**src/rtl/ram_port_arbiter.sv**
```systemverilog
// Two-requester arbiter in front of a single-port block RAM: IDLE -> ACCESS -> RESP per transaction.
// Optional macro RAM_ARB_FIXED_PRIO_EN: requester 0 always wins contention (no round-robin pointer).
module ram_port_arbiter #(
  parameter int RAM_ADDR_BITS = 8,
  parameter int RAM_WIDTH     = 8
) (
  input  logic                     clk,
  input  logic                     rst_sync,
  input  logic                     req0_valid,
  output logic                     req0_ready,
  input  logic                     req0_we,
  input  logic [RAM_ADDR_BITS-1:0] req0_addr,
  input  logic [RAM_WIDTH-1:0]     req0_wdata,
  input  logic                     req1_valid,
  output logic                     req1_ready,
  input  logic                     req1_we,
  input  logic [RAM_ADDR_BITS-1:0] req1_addr,
  input  logic [RAM_WIDTH-1:0]     req1_wdata,
  output logic                     rsp0_valid,
  output logic [RAM_WIDTH-1:0]     rsp0_rdata,
  output logic                     rsp1_valid,
  output logic [RAM_WIDTH-1:0]     rsp1_rdata,
  output logic                     ram_en,
  output logic                     ram_we,
  output logic [RAM_ADDR_BITS-1:0] ram_addr,
  output logic [RAM_WIDTH-1:0]     ram_wdata,
  input  logic [RAM_WIDTH-1:0]     ram_rdata,
  output logic                     busy
);

  typedef enum logic [1:0] {
    IDLE   = 2'd0,
    ACCESS = 2'd1,
    RESP   = 2'd2
  } state_t;

  state_t                   state_q, state_d;
  logic                     win_q, win_d;
  logic                     we_q, we_d;
  logic [RAM_ADDR_BITS-1:0] addr_q, addr_d;
  logic [RAM_WIDTH-1:0]     wdata_q, wdata_d;
  logic [RAM_WIDTH-1:0]     rsp0_rdata_q, rsp0_rdata_d;
  logic [RAM_WIDTH-1:0]     rsp1_rdata_q, rsp1_rdata_d;
  logic [RAM_WIDTH-1:0]     resp_data;
  logic                     grant0, grant1;

`ifdef RAM_ARB_FIXED_PRIO_EN
  always_comb begin
    grant0 = req0_valid;
    grant1 = req1_valid & ~req0_valid;
  end
`else
  // ptr_q set means requester 1 holds priority on the next contended cycle
  logic ptr_q, ptr_d;

  always_comb begin
    grant1 = req1_valid & (ptr_q | ~req0_valid);
    grant0 = req0_valid & ~grant1;
  end
`endif

  always_comb begin
    state_d      = state_q;
    win_d        = win_q;
    we_d         = we_q;
    addr_d       = addr_q;
    wdata_d      = wdata_q;
    rsp0_rdata_d = rsp0_rdata_q;
    rsp1_rdata_d = rsp1_rdata_q;
    req0_ready   = 1'b0;
    req1_ready   = 1'b0;
    rsp0_valid   = 1'b0;
    rsp1_valid   = 1'b0;
    ram_en       = 1'b0;
    ram_we       = 1'b0;
    resp_data    = we_q ? '0 : ram_rdata;
`ifndef RAM_ARB_FIXED_PRIO_EN
    ptr_d        = ptr_q;
`endif

    case (state_q)
      IDLE: begin
        req0_ready = grant0;
        req1_ready = grant1;
        if (grant0 | grant1) begin
          state_d = ACCESS;
          win_d   = grant1;
          we_d    = grant1 ? req1_we    : req0_we;
          addr_d  = grant1 ? req1_addr  : req0_addr;
          wdata_d = grant1 ? req1_wdata : req0_wdata;
`ifndef RAM_ARB_FIXED_PRIO_EN
          ptr_d   = grant0;
`endif
        end
      end
      ACCESS: begin
        ram_en  = 1'b1;
        ram_we  = we_q;
        state_d = RESP;
      end
      RESP: begin
        state_d = IDLE;
        // A reset landing on the response cycle abandons the transaction outright
        if (win_q) begin
          rsp1_valid   = ~rst_sync;
          rsp1_rdata_d = resp_data;
        end else begin
          rsp0_valid   = ~rst_sync;
          rsp0_rdata_d = resp_data;
        end
      end
      default: state_d = IDLE;
    endcase
  end

  always_ff @(posedge clk) begin
    if (rst_sync) begin
      state_q      <= IDLE;
      win_q        <= 1'b0;
      we_q         <= 1'b0;
      addr_q       <= '0;
      wdata_q      <= '0;
      rsp0_rdata_q <= '0;
      rsp1_rdata_q <= '0;
`ifndef RAM_ARB_FIXED_PRIO_EN
      ptr_q        <= 1'b0;
`endif
    end else begin
      state_q      <= state_d;
      win_q        <= win_d;
      we_q         <= we_d;
      addr_q       <= addr_d;
      wdata_q      <= wdata_d;
      rsp0_rdata_q <= rsp0_rdata_d;
      rsp1_rdata_q <= rsp1_rdata_d;
`ifndef RAM_ARB_FIXED_PRIO_EN
      ptr_q        <= ptr_d;
`endif
    end
  end

  // Response data is visible during the RESP cycle itself and then held
  assign rsp0_rdata = rsp0_rdata_d;
  assign rsp1_rdata = rsp1_rdata_d;
  assign ram_addr   = addr_q;
  assign ram_wdata  = wdata_q;
  assign busy       = (state_q != IDLE);

endmodule

```
**config.mk**
```make
export PLATFORM = sky130hd
export DESIGN_NAME = ram_port_arbiter
export DESIGN_NICKNAME = d
export VERILOG_FILES = /design/src/rtl/ram_port_arbiter.sv
export SDC_FILE = /design/constraint.sdc
export NUM_CORES = 1
export LEC_CHECK = 0
export ABC_AREA = 0
export CORE_MARGIN = 8
export CORE_UTILIZATION = 40
export DETAILED_ROUTE_END_ITERATION = 6
export PLACE_DENSITY = 0.8
export SYNTH_ARGS = -nofsm -noshare
export SYNTH_HDL_FRONTEND = slang
export SYNTH_SLANG_ARGS = --single-unit
```
**constraint.sdc**
```tcl
create_clock -name clk -period 2.9 [get_ports clk]
set_input_delay 0.87 -clock clk [delete_from_list [all_inputs] [get_ports clk]]
set_output_delay 0.87 -clock clk [all_outputs]
set_load 0.1 [all_outputs]
```
# Yosys cells after proc, flatten, opt, wreduce, memory -nomap -nowiden
# Cells that the tools add are included.
classes:
  n_mux: 18
  bitwise_logic: 7
  eq_ne: 3
  reduce_logical: 3
op_table:
  columns: ["operator", "count"]
  rows:
  - ["$mux W8", 7]
  - ["$mux W1", 9]
  - ["$pmux W2 S2", 1]
  - ["$not A1 Y1", 3]
  - ["$and A1 B1 Y1", 2]
  - ["$eq A2 B1 Y1 const B", 1]
  - ["$eq A2 B2 Y1 const B", 1]
  - ["$logic_not A2 Y1", 1]
  - ["$mux W2", 1]
  - ["$ne A2 B2 Y1 const B", 1]
  - ["$or A1 B1 Y1", 2]
  - ["$reduce_and A2 Y1", 1]
  - ["$reduce_bool A2 Y1", 1]
word_totals:
  inputBits: 46
  elab_cells: 39
  regBits: 37

# Logic depth before layout (Yosys ltp)
# Gate-level depths: netlist of the first run.
logic_depth:
  word_depth: 8
  mapped_depth: 5
  depth_no_buf: 4

# Worst setup path before layout of the first run
# OpenSTA, ideal clock, no wires.
synth_path:
  path_type: "input-to-output"
  from: "input port req0_valid"
  to: "output port req0_ready"
  path_slack_ns: -0.655
  t_arrival_ns: 2.685
  t_required_ns: 2.030
  cell_stages: 4
  path_buffers: 2
  cell_sequence: "nand2b_1 -> buf_4 -> buf_6 -> a21oi_1"
synth_via:
  elab_chain_cells: 6
synth_rtl:
  columns: ["item", "line_no", "text"]
  rows:
  - ["start: declaration", "9", "input logic req0_valid,"]
  - ["$not A1 Y1", "57", "grant1 = req1_valid & (ptr_q | ~req0_valid);"]
  - ["$or A1 B1 Y1", "57", null]
  - ["$and A1 B1 Y1", "57", null]
  - ["$not A1 Y1", "58", "grant0 = req0_valid & ~grant1;"]
  - ["$and A1 B1 Y1 *", "58", null]
  - ["$mux W1 *", "81", "case (state_q)"]
  - ["end: declaration", "10", "output logic req0_ready,"]
# Every way passes the cells marked *; elsewhere a longest branch is shown, timed or not.

# Worst setup path in the final report of the first run
layout_path:
  from: "input port ram_rdata[2]"
  to: "output port rsp1_rdata[2]"
layout_via:
  elab_chain_cells: 3
layout_rtl:
  columns: ["item", "line_no", "text"]
  rows:
  - ["start: declaration", "27", "input logic [RAM_WIDTH-1:0] ram_rdata,"]
  - ["$mux W8", "76", "resp_data = we_q ? '0 : ram_rdata;"]
  - ["$mux W8", "104", "if (win_q) begin"]
  - ["$mux W8", "81", null]
  - ["end: declaration", "22", "output logic [RAM_WIDTH-1:0] rsp1_rdata,"]
# Every way passes these cells.

==> results of run 1 <==
==> per-stage QoR <==
| stage | cell area, µm² | instances | hold slack [ns] | setup WS (ns) | setup TNS [ns] |
|---|---|---|---|---|---|
| after floorplan | 1740 | 202 | 0.4540 | -0.06699 | -0.1578 |
| after global placement | 2776 | 330 | 0.4738 | 0.07555 | 0 |
| after detailed placement | 2776 | 330 | 0.4843 | 0.02622 | 0 |
| after CTS | 2893 | 338 | 0.4939 | 0.02030 | 0 |
| after global routing | 2895 | 338 | 0.5213 | 0.02103 | 0 |
| final | 2895 | 338 | 0.4943 | 0.09709 | 0 |
==> cells in the final DEF, fill, tap and decap left out, drive strengths merged <==
| cell | n |
|---|---|
| clkdlybuf4s50 | 44 |
| dfxtp | 37 |
| nor2 | 21 |
| or3b | 1 |
| a21oi | 20 |
| a311oi | 18 |
| clkbuf | 7 |
| dlymetal6s2s | 1 |
| and2 | 1 |
| or2 | 1 |
| bufinv | 1 |
| and2b | 1 |
| o21ai | 18 |
| nand2b | 1 |
| mux2i | 16 |
| nand2 | 1 |
| buf | 48 |
| nand3 | 18 |
| nand3b | 1 |
| nor3 | 1 |
| nor2b | 10 |
| inv | 19 |
==> power groups by stage <==
stage               registers (mW)  logic (mW)  clock network, mW
finish                       0.568       0.632              0.455
global route                 0.573       0.664              0.490
CTS                          0.568       0.637              0.464
detailed placement           0.580       0.637                  0
global placement             0.579       0.634                  0
floorplan                    0.764       0.253                  0
==> layer usage <==
layer  GRT usage  part of all wire  vias up
met5           0                 0        -
met4     0.04737             0.012        0
met3     0.06674              0.11        6
met2      0.2470              0.47       72
met1      0.1685              0.41      750
li1            -                 -      873
==> state kept, by name, indices dropped and copies added (netlist names) <==
name	count
win_q	1
rsp0_rdata_q	8
rsp1_rdata_q	8
state_q	2
ram_addr	8
ptr_q	1
ram_wdata	8
we_q	1
==> area by class of cell <==
cell class              instances  area (µm²)  area share
multi-input cells             129       825.8      0.2852
repair buffers                 93        1076      0.3716
clock buffers                   7       86.33     0.02982
flip-flops and latches         37       740.7      0.2558
clock inverters                 1       30.03     0.01037
well taps                      52       65.06     0.02247
inverters                      19       71.32     0.02463
==> worst paths after layout <==
path | from | to | slack (ns) | cells after the start
setup / recovery | ram_rdata[2] | rsp1_rdata[2] | 0.1 | 5
hold / removal | rsp0_rdata_q[7] | rsp0_rdata_q[7] | 0.49 | 2
setup reg to reg | state_q[1] | ram_wdata[6] | 1.18 | 4
hold reg to reg | rsp0_rdata_q[7] | rsp0_rdata_q[7] | 0.49 | 2
==> critical path, cell delays in order <==
cell and delay (ns):
clkdlybuf4s50_1 0.46, nor2b_1 0.18, mux2i_1 0.12, inv_1 0.13, buf_12 0.18
==> cell families after synthesis <==
| group | share of synthesized area |
|---|---|
| and+or+nand+nor | 0.1694 |
| AOI/OAI and AO/OA | 0.2085 |
| DFF | 0.4287 |
| buffers and inverters | 0.1006 |
| muxes | 0.09268 |
==> what timing repair did <==
action,4_1_cts,5_1_grt
setup endpoints to repair,0,2
hold endpoints to repair,0,0
gates resized for setup,0,1
==> qor.yml, run 1 <==
status: "finished clean"
pwr-share-clk: 0.275
io_buffers: 84
gp_congestion: 0.7227
coreArea_mm2: 0.004264
finalPower_mw: 1.655
grt_max_degree: 20
comb_power_share: 0.382
synth_top_area_frac: 0.4287
drive_above_1_share: 0.2238
netlist_instances: 202
area_growth_pct: 67.56
avgViaCountPerCell: 5.033
max-vdd-ir-drop_uv: 280.1
clkTransAtPathRegs_ns: 0.07
antenna_found_initial: 0
root_buffer: "clkbuf_8"
insertion_delay_ns: 0.29
synth_edf_count: 0
rsz0062_at_grt: "no"
start_kind: "input pin"
fillerInstances: 346
power.switching_mw: 0.6282
clock_path_buffers: 2
drv_cap: 0
routed_wl_um: 4799
hpwl_um: 3747
initial_core_util: 0.4052
cts.sinks: 37
setup_viol: 0
internal_power_mw: 1.027
num_vias: 1701
worst_clock_skew_ns: 0.007163
std_cell_rows: 24
worstSetupEndpointType: "primary output"
yosysSeqAreaShare: 0.4287
critPathRequiredTime_ns: 2.03
yosysMostFrequentCell: "dfxtp_1"
p_sw_frac: 0.3795
die_h_um: 81.73
ys_async_sr_fraction: 0
drv_slew: 0
synth_area_leaders: "dfxtp_1 (43%), mux2i_1 (9.3%), a311oi_1 (8.1%), a21oi_1 (5.8%), nand3_1 (5.2%)"
dieArea_mm2: 0.006679
crit_type: "input pin to primary output"
avgSynthCellArea_um2: 8.554
drc: 0
ctsHoldBuffers: 0
drtPass1Iterations: 4
die_w_um: 81.73
synthTopCellsByCount: "dfxtp_1 (37), a21oi_1 (20), nor2_1 (20)"
post-route-util: 0.6790
grt_pass1_vias: 1736
synth_cell_types: 24
p_per_area_mw_per_mm2: 571.7
track_usage: 0.1494
tightest_slew_ns: 0.6036
ys.flop_type: "dfxtp_1"
drt_iter0_markers: 79
hp-class: "flip-flop to flip-flop"
yosys.area.top_type: "dfxtp_1"
routedWlPerCell_um: 14.20
critical_path_peak_fanout: 2
synth-warning-count: 0
timing.fmax_ghz: 0.3568
pin_count: 85
post-route-min-period_ns: 2.803
arrival_ns: 1.93
grt_pass1_wl_um: 7783
n_antenna_cell: 0
hold_violations: 0
post_cts.repair.setup_buffers: 0
numCtsBuffers: 5
relSlewSlack: 0.5964
h-tree-depth: 2
synth-seq-cells: 37
finalCritPeriodShare: 0.9665
syn_nets: 248
grt-ovfl-total: 0
antenna_left: 0
cts_tree: "built"
leakage_nw: 1.372
seq_power_share: 0.343
syn_area_mm2: 0.001728
nets: 331
(Power assumes the default switching activity.)
==> run 2, diff against run 1 <==
--- a/config.mk
+++ b/config.mk
@@ -7,9 +7,11 @@
 export LEC_CHECK = 0
 export ABC_AREA = 0
 export CORE_MARGIN = 8
-export CORE_UTILIZATION = 40
+export CORE_UTILIZATION = 43
 export DETAILED_ROUTE_END_ITERATION = 6
-export PLACE_DENSITY = 0.8
+export MAX_ROUTING_LAYER = met4
+export PLACE_DENSITY = 0.85
+export SKIP_CTS_REPAIR_TIMING = 1
 export SYNTH_ARGS = -nofsm -noshare
 export SYNTH_HDL_FRONTEND = slang
 export SYNTH_SLANG_ARGS = --single-unit
==> run 2 against run 1 <==
Against the previous run: utilization is 4.7 points higher; first-iteration DRC count is 30% lower; final cell count is 0.89% lower; clock-buffer cell count is 1 lower; hold slack better by 0.0023 ns; worst setup slack worse by 0.032 ns; critical path type unchanged; largest cell class unchanged; largest power group unchanged; highest routed layer unchanged.
==> qor.yml, run 2 (synthesis results as in run 1) <==
status: "finished clean"  # unchanged
hold_violations: 0  # unchanged
antenna_left: 0  # unchanged
r2r-start: "state_q[1]"  # unchanged
drv_cap: 0  # unchanged
relSlewSlack: 0.5771  # was 0.5964
grt_max_degree: 28  # was 20
worstSetupEndpointType: "primary output"  # unchanged
numCtsBuffers: 5  # unchanged
die_w_um: 79.39  # was 81.73 µm
insertion_delay_ns: 0.28  # was 0.29 ns
final_common_cell: "clkdlybuf4s50_1"  # unchanged
max-vdd-ir-drop_uv: 359.3  # was 280.1 µV
hold_ws_ns: 0.4966  # was 0.4943 ns
root_buffer: "clkbuf_8"  # unchanged
gp_congestion: 0.7389  # was 0.7227
io_buffers: 84  # unchanged
routedWlPerCell_um: 15.74  # was 14.20 µm
avgViaCountPerCell: 5.290  # was 5.033
fin_ws_ns: 0.06493  # was 0.09709 ns
antenna_found_initial: 0  # unchanged
grt-ovfl-total: 0  # unchanged
placed_cells_incl_taps: 326  # was 330
die_h_um: 79.39  # was 81.73 µm
post-route-min-period_ns: 2.835  # was 2.803 ns
startpoint: "req0_valid"  # was ram_rdata[2]
num_vias: 1772  # was 1701
coreArea_mm2: 0.003943  # was 0.004264 mm²
comb_power_share: 0.411  # was 0.382
seq_power_share: 0.368  # was 0.343
nets: 330  # was 331
n_antenna_cell: 0  # unchanged
drtPass1Iterations: 6  # was 4
clock_path_buffers: 2  # unchanged
hpwl_um: 3919  # was 3747 µm
pwr-share-clk: 0.221  # was 0.275
fin_tns_setup_ns: 0  # unchanged
drt_iter0_markers: 55  # was 79
pin_count: 85  # unchanged
worst_clock_skew_ns: 0.004256  # was 0.007163 ns
hp-class: "flip-flop to flip-flop"  # unchanged
clkTransAtPathRegs_ns: 0.07  # about the same
stdcell_count: 335  # was 338
dieArea_mm2: 0.006303  # was 0.006679 mm²
h-tree-depth: 2  # unchanged
power.switching_mw: 0.6352  # was 0.6282 mW
crit_path_end: "req0_ready"  # was rsp1_rdata[2]
drc: 0  # unchanged
leakage_nw: 1.351  # was 1.372 nW
p_sw_frac: 0.4100  # was 0.3795
drv_slew: 0  # unchanged
grt_pass1_wl_um: 8887  # was 7783 µm
internal_power_mw: 0.9140  # was 1.027 mW
finalPower_mw: 1.549  # was 1.655 mW
initial_core_util: 0.4383  # was 0.4052
drive_above_1_share: 0.2246  # was 0.2238
ff2ff_path_depth: 4  # unchanged
start_kind: "input pin"  # unchanged
arrival_ns: 1.97  # was 1.93 ns
crit_type: "input pin to primary output"  # unchanged
tightest_slew_ns: 0.6324  # was 0.6036 ns
area_growth_pct: 65.75  # was 67.56%
setup_viol: 0  # unchanged
pre_cts_ws_ns: 0.04085  # was 0.02622 ns
track_usage: 0.1795  # was 0.1494
std_cell_rows: 23  # was 24
critPathRequiredTime_ns: 2.03  # about the same
grt_pass1_vias: 1857  # was 1736
cts.sinks: 37  # unchanged
cts_tree: "built"  # unchanged
final_cell_mix: "clkdlybuf4s50_1 (45), dfxtp_1 (37), buf_4 (25), buf_12 (22)"  # was clkdlybuf4s50_1 (44), dfxtp_1 (37), buf_4 (27), buf_12 (21)
reg2reg_setup_slack_ns: 1.12  # was 1.18 ns
finalCritPeriodShare: 0.9776  # was 0.9665
worstReg2RegEnd: "ram_wdata[0]"  # was ram_wdata[6]
critical_path_peak_fanout: 6  # was 2
p_per_area_mw_per_mm2: 540.9  # was 571.7 mW/mm²
timing.fmax_ghz: 0.3527  # was 0.3568 GHz
routed_wl_um: 5274  # was 4799 µm
## run 2: cell types whose count changed in the layout (fill, tap and decap cells not counted), sizes merged
cell,previous run,this run
clkdlybuf4s50,44,45
clkbuf,7,6
dlymetal6s2s,1,0
buf,48,47
bufinv,1,0
clkinv,0,2
## run 2: how the worst min path moves through the flow
stage | startpoint | endpoint | cells past startpoint
after floorplan | ptr_q | ptr_q | 1
after global placement | rsp0_rdata_q[3] | rsp0_rdata_q[3] | 2
after detailed placement | rsp1_rdata_q[5] | rsp1_rdata_q[5] | 2
after CTS | win_q | win_q | 2
after global routing | rsp0_rdata_q[2] | rsp0_rdata_q[2] | 2
final | rsp1_rdata_q[1] | rsp1_rdata_q[1] | 2
## run 2: layout make-up
type                            count  area [µm²]
Fill cell                         301        1079
Clock buffer                        6       72.57
Multi-Input combinational cell    129       828.3
Tap cell                           50       62.56
Inverter                           19       71.32
Timing Repair Buffer               92        1079
Clock inverter                      2       10.01
Sequential cell                    37       740.7
## run 2: critical path, stage by stage
cell and delay [ns]:
clkdlybuf4s50_1 0.55, nand2b_1 0.13, a21oi_2 0.21, buf_12 0.20
## run 2: metal layers
layer	GRT usage	share of wire	vias up	wire length, µm
li1	-	-	867	-
met2	0.2966	0.50	69	2636
met1	0.2047	0.43	830	2262
met3	0.04955	0.063	6	331
met5	-	0	-	0
met4	0.05926	0.0083	0	44
## run 2: per-stage QoR
step / cell area (µm²) / util
after floorplan: 1740 / -
after global placement: 2771 / 0.7030
after detailed placement: 2771 / 0.7030
after CTS: 2854 / 0.7239
after global routing: 2864 / 0.7264
final: 2864 / 0.7264
## run 2: power by group through the flow
stage	logic [mW]	clock network, mW	registers [mW]
detailed placement	0.637	0	0.581
global placement	0.630	0	0.579
global route	0.665	0.378	0.576
floorplan	0.253	0	0.764
finish	0.637	0.343	0.570
CTS	0.638	0.351	0.570
